### config.mk
export PLATFORM = sky130hd
export DESIGN_NAME = pipe_hazard_ctrl
export DESIGN_NICKNAME = d
export VERILOG_FILES = /design/src/rtl/riscv151_pkg.sv /design/src/rtl/hazard_fwd_match.sv /design/src/rtl/pipe_hazard_ctrl.sv
export SDC_FILE = /design/constraint.sdc
export NUM_CORES = 1
export LEC_CHECK = 0
export ABC_AREA = 1
export CORE_UTILIZATION = 48
export CTS_BUF_LIST = sky130_fd_sc_hd__clkbuf_4 sky130_fd_sc_hd__clkbuf_8
export CTS_CLUSTER_DIAMETER = 80
export DETAILED_ROUTE_END_ITERATION = 16
export MAX_ROUTING_LAYER = met4
export PLACE_DENSITY_LB_ADDON = 0.1
export RECOVER_POWER = 50
export SLEW_MARGIN = 20
export SYNTH_ARGS = -nofsm -noshare
export SYNTH_HDL_FRONTEND = slang
export SYNTH_SLANG_ARGS = --single-unit
### constraint.sdc
create_clock -name clk -period 1.7 [get_ports clk]
set_clock_uncertainty 0.05 [all_clocks]
set_input_delay 0.425 -clock clk [delete_from_list [all_inputs] [get_ports clk]]
set_output_delay 0.425 -clock clk [all_outputs]
set_load 0.01 [all_outputs]
### src/rtl/riscv151_pkg.sv
// Shared types and constants for the Riscv151 hazard and forwarding logic.
package riscv151_pkg;

  localparam int REG_AW        = 5;
  localparam int FWD_RF        = 0;
  localparam int FWD_SLOT_BASE = 1;

  // One in-flight instruction tracked after the issue point.
  typedef struct packed {
    logic              valid;
    logic [REG_AW-1:0] rd;
    logic              wb_en;
    logic              is_load;
  } slot_t;

endpackage

### src/rtl/hazard_fwd_match.sv
// Priority matcher for one source register over the in-flight slots.
// The youngest (lowest-index) matching writer wins.
module hazard_fwd_match
  import riscv151_pkg::*;
#(
  parameter int DEPTH    = 2,
  parameter int LOAD_LAT = 1,
  parameter int SEL_W    = $clog2(DEPTH + 1)
) (
  input  slot_t [DEPTH-1:0] slots,
  input  logic [REG_AW-1:0] rs,
  input  logic              rs_used,
  output logic [SEL_W-1:0]  sel,
  output logic              load_pending
);

  always_comb begin
    // NOTE: every output gets a default before the loop so no path can infer a latch.
    sel          = SEL_W'(FWD_RF);
    load_pending = 1'b0;
    // Scan oldest to youngest so the youngest match is the last one written.
    for (int k = DEPTH - 1; k >= 0; k--) begin
      if (slots[k].valid && slots[k].wb_en && (slots[k].rd == rs) &&
          (rs != '0) && rs_used) begin
        sel          = SEL_W'(FWD_SLOT_BASE + k);
        load_pending = slots[k].is_load && (k < LOAD_LAT);
      end
    end
  end

endmodule

### src/rtl/pipe_hazard_ctrl.sv
// Hazard/forwarding controller: in-flight writer scoreboard, forward selects,
// load-use stall, flush bubbles and memory-busy freeze. Optional HAZARD_PERF_EN adds perf counters.
module pipe_hazard_ctrl
  import riscv151_pkg::slot_t;
#(
  parameter int DEPTH    = 2,
  // Must match riscv151_pkg::REG_AW, which sizes the slot record.
  parameter int REG_AW   = riscv151_pkg::REG_AW,
  parameter int LOAD_LAT = 1,
  parameter int SEL_W    = $clog2(DEPTH + 1)
) (
  input  logic              clk,
  input  logic              rst,
  input  logic              issue_valid,
  input  logic [REG_AW-1:0] issue_rs1,
  input  logic [REG_AW-1:0] issue_rs2,
  input  logic              issue_rs1_used,
  input  logic              issue_rs2_used,
  input  logic [REG_AW-1:0] issue_rd,
  input  logic              issue_wb_en,
  input  logic              issue_is_load,
  input  logic              flush_req,
  input  logic              mem_busy,
  output logic [SEL_W-1:0]  fwd_a_sel,
  output logic [SEL_W-1:0]  fwd_b_sel,
  output logic              stall,
  output logic              flush,
  output logic              freeze
`ifdef HAZARD_PERF_EN
  ,
  output logic [31:0]       perf_stall_cnt,
  output logic [31:0]       perf_flush_cnt
`endif
);

  slot_t [DEPTH-1:0] slots_q;
  slot_t             slot0_d;
  logic [SEL_W-1:0]  sel_a, sel_b;
  logic              pend_a, pend_b;
  logic              load_use;

  hazard_fwd_match #(.DEPTH(DEPTH), .LOAD_LAT(LOAD_LAT), .SEL_W(SEL_W)) u_match_a (
    .slots       (slots_q),
    .rs          (issue_rs1),
    .rs_used     (issue_rs1_used),
    .sel         (sel_a),
    .load_pending(pend_a)
  );

  hazard_fwd_match #(.DEPTH(DEPTH), .LOAD_LAT(LOAD_LAT), .SEL_W(SEL_W)) u_match_b (
    .slots       (slots_q),
    .rs          (issue_rs2),
    .rs_used     (issue_rs2_used),
    .sel         (sel_b),
    .load_pending(pend_b)
  );

  assign load_use = issue_valid && (pend_a || pend_b);

  // Priority: freeze, then flush, then load-use stall; everything is held at 0 in reset.
  always_comb begin
    fwd_a_sel = '0;
    fwd_b_sel = '0;
    freeze    = 1'b0;
    flush     = 1'b0;
    stall     = 1'b0;
    if (rst) begin
      fwd_a_sel = sel_a;
      fwd_b_sel = sel_b;
      freeze    = mem_busy;
      flush     = !mem_busy && flush_req;
      stall     = !mem_busy && !flush_req && load_use;
    end
  end

  // A killed, stalled or absent instruction enters as a bubble.
  always_comb begin
    slot0_d = '0;
    if (issue_valid && !flush_req && !load_use) begin
      slot0_d.valid   = 1'b1;
      slot0_d.rd      = issue_rd;
      slot0_d.wb_en   = issue_wb_en;
      slot0_d.is_load = issue_is_load;
    end
  end

  always_ff @(posedge clk or negedge rst) begin
    if (!rst) begin
      // NOTE: the whole slot record is cleared, not just valid, so stale rd/flags never resurface.
      slots_q <= '0;
    end else if (!mem_busy) begin
      // NOTE: non-blocking assignments let every slot read its neighbour's old value in one shift.
      slots_q[0] <= slot0_d;
      for (int k = 1; k < DEPTH; k++) begin
        slots_q[k] <= slots_q[k-1];
      end
    end
  end

`ifdef HAZARD_PERF_EN
  // stall and flush are already zero while frozen, so freeze cycles are never counted.
  always_ff @(posedge clk or negedge rst) begin
    if (!rst) begin
      perf_stall_cnt <= '0;
      perf_flush_cnt <= '0;
    end else begin
      if (stall) perf_stall_cnt <= perf_stall_cnt + 32'd1;
      if (flush) perf_flush_cnt <= perf_flush_cnt + 32'd1;
    end
  end
`endif

endmodule

==> reports/metrics.cfg, run 1 <==
[timing]
post-route-period-util = 1.24
holdWs_ns = 0.289
timing.fmax_ghz = 0.476
slew_headroom = 0.751
fin_ws_ns = -0.403
hold_viol_final = 0
drv_slew = 0
fin_crit_ns = 2.10
tightest_slew_ns = 0.374
rsz0062_at_grt = true
setup_viol = 7

[drt]
via_per_inst = 5.01
drt-initial-drc-count = 31
drtAntennaViolNets = 0
vias = 1198
drt-total-wl_mm = 2.95
wl_per_cell_um = 12.3
drc = 0
drt_pass1_iterations = 4

[global_route]
grt_max_degree = 17
grt_remaining_overflow = 0
antenna_found_initial = 0
grt_pass1_vias = 1177
track_usage = 0.287
grt_pass1_wl_mm = 5.05

[synth]
yosysSeqAreaShare = 0.364
ys_types = 26
syn_area_per_cell_um2 = 6.88
ys_dominant_reg_cell = dfrtp_1
syn-cell-area_um2 = 1030
synth_edf_count = 0
synth_seq_cells = 15
ys_warn_count = 0
syn-instance-count = 150
syn-num-nets = 174
ys_async_sr_fraction = 1.00

[critical_path]
path_cells = inv_1 > nand2_1 > nand2_1 > nand2_1 > nor2_2 > nand2_2 > buf_6 > nand2_4 > nand2_4 > nor3_2 > buf_2
crit_arrival_ns = 1.63
setup.worst_path.start = slots_q[4]
worstPathRequired_ns = 1.22
crit_type = reg -> out
reg2reg_setup_slack_ns = 0.15
cp-end-kind = primary output
r2r_start = slots_q[4]
slowest_stage = dfrtp_1
cp_max_fo = 3
cpMostUsedCell = nand2_1
slowest_delay_ns = 0.41
cp-start-kind = flop

[power]
seq_power_share = 0.473
combPwrFrac = 0.282
p_total_uw = 851
powerDensity_nw_per_um2 = 525
p_switching_uw = 255
leakagePower_uw = 0.000879
intPower_uw = 596
peakVddDrop_uv = 631
switching_share = 0.300
pwr-share-clk = 0.244

[worst_hold_path]
min_path_type = in -> async

[floorplanning]
die_w_um = 48.4
coreArea_um2 = 1980
dieArea_um2 = 2340
initial_utilization = 0.521
ios = 31
fp-row-count = 16
chipHeight_um = 48.4

[cells_and_area]
reg.largest.list = slots_q x15
largest_reg_flops = 15
final_util = 0.818
fin_nets = 237
final_common_cell = nand2_1
layout_common_cells = nand2_1, buf_4, inv_1
drive_gt1_frac = 0.311
top_register = slots_q
syn_to_final_growth_pct = 57.1
diodes = 0

[clocking]
cts_tree = done
clkSlewWorstSetupHoldPaths_ns = 0.09
cts_hold_buffers = 0
clk_latency_ns = 0.29
numCtsBuffers = 3
clockBufferDepth = 2
htreeDepth = 1
cts.sinks = 15
cts_root_buf = clkbuf_4

[placed_design]
gp_congestion = 0.963
dp_hpwl_mm = 2.15
port_buffers = 30

[run]
cap_violations = 0

[status]
status = complete, but fails checks
violations = setup timing

[synthesized netlist by cell type, types with 2 or more instances]
cell type	instances	area, µm²
nor2_1	11	41.3
o21ai_0	8	40.0
nand3_1	10	50.1
nand2_2	2	12.5
nor3_1	3	15.0
o22ai_1	2	12.5
nand2_1	53	199
dfrtp_1	15	375
xnor2_1	8	70.1
inv_1	22	82.6
[kinds of logic after synthesis]
logic type,after synthesis,synth area share
DFF,15,0.364
and+or+nand+nor,86,0.372
AOI/OAI and AO/OA,15,0.0885
buffers and inverters,25,0.0994
xor gates and xnor gates,9,0.0764
[stage by stage]
step	instances	setup TNS (ns)	cell area (µm²)	worst slack (ns)
3_5_place_dp	225	-9.04	1500	-1.06
5_1_grt	239	-2.29	1620	-0.479
3_3_place_gp	225	-8.27	1500	-1.01
2_1_floorplan	150	0	1030	0.0963
4_1_cts	236	-1.59	1580	-0.393
6_report	239	-1.78	1620	-0.403
[critical path, delay by kind of cell (launching register included)]
family | cells | cell delay [ns]
buf+inv | 3 | 0.37
flops | 1 | 0.41
simple gates | 8 | 0.55
[metal layers]
metal	up-vias	track usage	part of all wire
li1	596	-	-
met5	-	-	0
met4	0	0.113	0.025
met3	10	0.0283	0.043
met2	48	0.500	0.50
met1	544	0.341	0.44
[power groups by stage]
stage / combinational [µW] / sequential (µW) / clock [µW]
after floorplan: 96.7 / 403 / 0
after global placement: 218 / 408 / 0
after detailed placement: 221 / 408 / 0
after CTS: 226 / 401 / 212
after global routing: 268 / 405 / 226
final: 240 / 403 / 208
[final timing paths]
path / end / depth (start not counted)
setup / recovery: stall / 11
hold / removal: slots_q[10] / 2
setup reg to reg: slots_q[0] / 12
hold reg to reg: slots_q[0] / 2
max in group asynchronous: slots_q[3] / 3
min in group clk: slots_q[0] / 2
[what timing repair did]
item                       CTS  global route
gates resized for setup     61            10
hold endpoints to repair     0             0
setup buffers                7             3
setup endpoints to repair   15             7
pin swaps                   16             2
[cell type report]
type	instances	area (µm²)
tap	27	33.8
timing repair buffer	60	495
clock inverter	1	5.00
inverter	23	86.3
multi-input combinational	110	601
sequential	15	378
clock buffer	3	22.5
fill	133	360
(Power assumes the default switching activity.)
==> inputs of run 2 (changes only) <==
--- a/config.mk
+++ b/config.mk
@@ -11,7 +11,7 @@
 export CTS_CLUSTER_DIAMETER = 80
 export DETAILED_ROUTE_END_ITERATION = 16
 export MAX_ROUTING_LAYER = met4
-export PLACE_DENSITY_LB_ADDON = 0.1
+export PLACE_DENSITY = 0.81
 export RECOVER_POWER = 50
 export SLEW_MARGIN = 20
 export SYNTH_ARGS = -nofsm -noshare
==> run 2 against run 1 <==
Effect of this change: the run still ends with setup timing left; critical path depth decreased by 3; total power grew 1.5%; worst hold slack got worse by 0.12 ns; flip-flop and latch count did not move; first-iteration DRC count increased by 29%; final area is 0.77% lower.
==> reports/metrics.cfg, run 2 (same netlist as run 1, synthesis figures left out) <==
[cells_and_area]
reg.largest.list = slots_q x15
fin_nets = 237
diodes = 0
top_register = slots_q
syn_to_final_growth_pct = 55.9
largest_reg_flops = 15
final_common_cell = nand2_1
drive_gt1_frac = 0.311
layout_common_cells = nand2_1, buf_4, inv_1, dfrtp_1

[drt]
wl_per_cell_um = 13.3
drt-initial-drc-count = 40
drtAntennaViolNets = 0
drt_pass1_iterations = 4
vias = 1223
drt-total-wl_mm = 3.19
drc = 0
via_per_inst = 5.12

[critical_path]
reg2reg_depth = 9
worstPathRequired_ns = 1.22
crit_arrival_ns = 1.73
reg2reg_setup_slack_ns = 0.07
cp_max_fo = 4
crit_type = reg -> out
cp-end-kind = primary output
cp-start-kind = flop
setup.worst_path.start = slots_q[6]
r2r_start = slots_q[6]

[timing]
setup_viol = 6
slew_headroom = 0.633
post-route-period-util = 1.30
holdWs_ns = 0.164
tightest_slew_ns = 0.550
drv_slew = 0
rsz0062_at_grt = true
fin_ws_ns = -0.510
fin_crit_ns = 2.21
timing.fmax_ghz = 0.453
hold_viol_final = 0

[global_route]
grt_pass1_wl_mm = 5.01
grt_max_degree = 15
track_usage = 0.290
grt_remaining_overflow = 0
antenna_found_initial = 0
grt_pass1_vias = 1204

[clocking]
clkSlewWorstSetupHoldPaths_ns = 0.10
cts.sinks = 15
clk_latency_ns = 0.30
cts_tree = done
htreeDepth = 1
cts_root_buf = clkbuf_4
cts_hold_buffers = 0
numCtsBuffers = 3
clockBufferDepth = 2

[placed_design]
port_buffers = 30
gp_congestion = 0.965
dp_hpwl_mm = 2.28

[power]
peakVddDrop_uv = 531
powerDensity_nw_per_um2 = 537
p_total_uw = 863
leakagePower_uw = 0.000847

[status]
violations = setup timing
status = complete, but fails checks

[floorplanning]
initial_utilization = 0.521
fp-row-count = 16
ios = 31
chipHeight_um = 48.4
coreArea_um2 = 1980
dieArea_um2 = 2340
die_w_um = 48.4

[worst_hold_path]
min_path_type = in -> async

[run]
cap_violations = 0

run 2: cell types whose count changed in the layout (fill, tap and decap cells not counted), moves of 2 or more:
cell | previous run | this run
xnor2_2 | 3 | 0
nor2_1 | 8 | 5
buf_2 | 5 | 3
nand2_2 | 2 | 6
clkbuf_1 | 1 | 5
dfrtp_2 | 2 | 0
dfrtp_1 | 13 | 15
nor2_4 | 0 | 2
xnor2_1 | 5 | 8
nand2_1 | 52 | 49
run 2: timing repair:
| item | in CTS | in global routing |
|---|---|---|
| gates cloned | 0 | 0 |
| setup endpoints to repair | 14 | 5 |
| buffers inserted | 4 | 6 |
| gates resized for setup | 58 | 18 |
| pin swaps | 12 | 13 |
run 2: metrics by stage:
step | util | worst slack (ns) | instance area (µm²) | instances | TNS [ns]
2_1_floorplan | - | 0.0963 | 1030 | 150 | 0
3_3_place_gp | 0.757 | -0.959 | 1500 | 225 | -7.75
3_5_place_dp | 0.757 | -1.02 | 1500 | 225 | -8.50
4_1_cts | 0.780 | -0.456 | 1550 | 233 | -1.56
5_1_grt | 0.812 | -0.570 | 1610 | 239 | -2.64
6_report | 0.812 | -0.510 | 1610 | 239 | -2.12
run 2: layer usage:
metal,GRT usage,vias to the layer above,routed length [µm]
met3,0.0377,9,194
li1,-,598,-
met4,0.142,0,87
met5,-,-,0
met1,0.305,549,1190
met2,0.533,67,1710
run 2: path summary, 6_finish.rpt:
| kind | to |
|---|---|
| worst min-delay path | slots_q[3] |
| max in group asynchronous | slots_q[12] |
| worst max-delay path | stall |
| worst min register to register | slots_q[9] |
| min in group clk | slots_q[9] |
| worst max register to register | slots_q[4] |
run 2: area by class of cell:
type                            instances  area (µm²)
Clock buffer                            3        22.5
Multi-Input combinational cell        110         602
Inverter                               23        86.3
Sequential cell                        15         375
Timing Repair Buffer                   60         482
Clock inverter                          1        7.51
Fill cell                             116         373
Tap cell                               27        33.8
run 2: where the power goes:
part	internal, µW	switching [µW]
clock	89.9	134
combinational	118	117
sequential	380	24.0
total	588	275
run 2: critical path, cell delays in order (launching register included):
cell     delay, ns
dfrtp_1       0.44
xnor2_1       0.23
nand2_1       0.12
nor2_2        0.14
nand2_2       0.10
nand2_2       0.10
nand2_4       0.05
nor3_2        0.10
buf_2         0.15
==> inputs of run 3 (changes only) <==
--- a/config.mk
+++ b/config.mk
@@ -13,6 +13,7 @@
 export MAX_ROUTING_LAYER = met4
 export PLACE_DENSITY = 0.81
 export RECOVER_POWER = 50
+export SETUP_SLACK_MARGIN = 0.02
 export SLEW_MARGIN = 20
 export SYNTH_ARGS = -nofsm -noshare
 export SYNTH_HDL_FRONTEND = slang
==> results of run 3 <==
The final DEF is identical to that of run 2; final timing and power are the same.
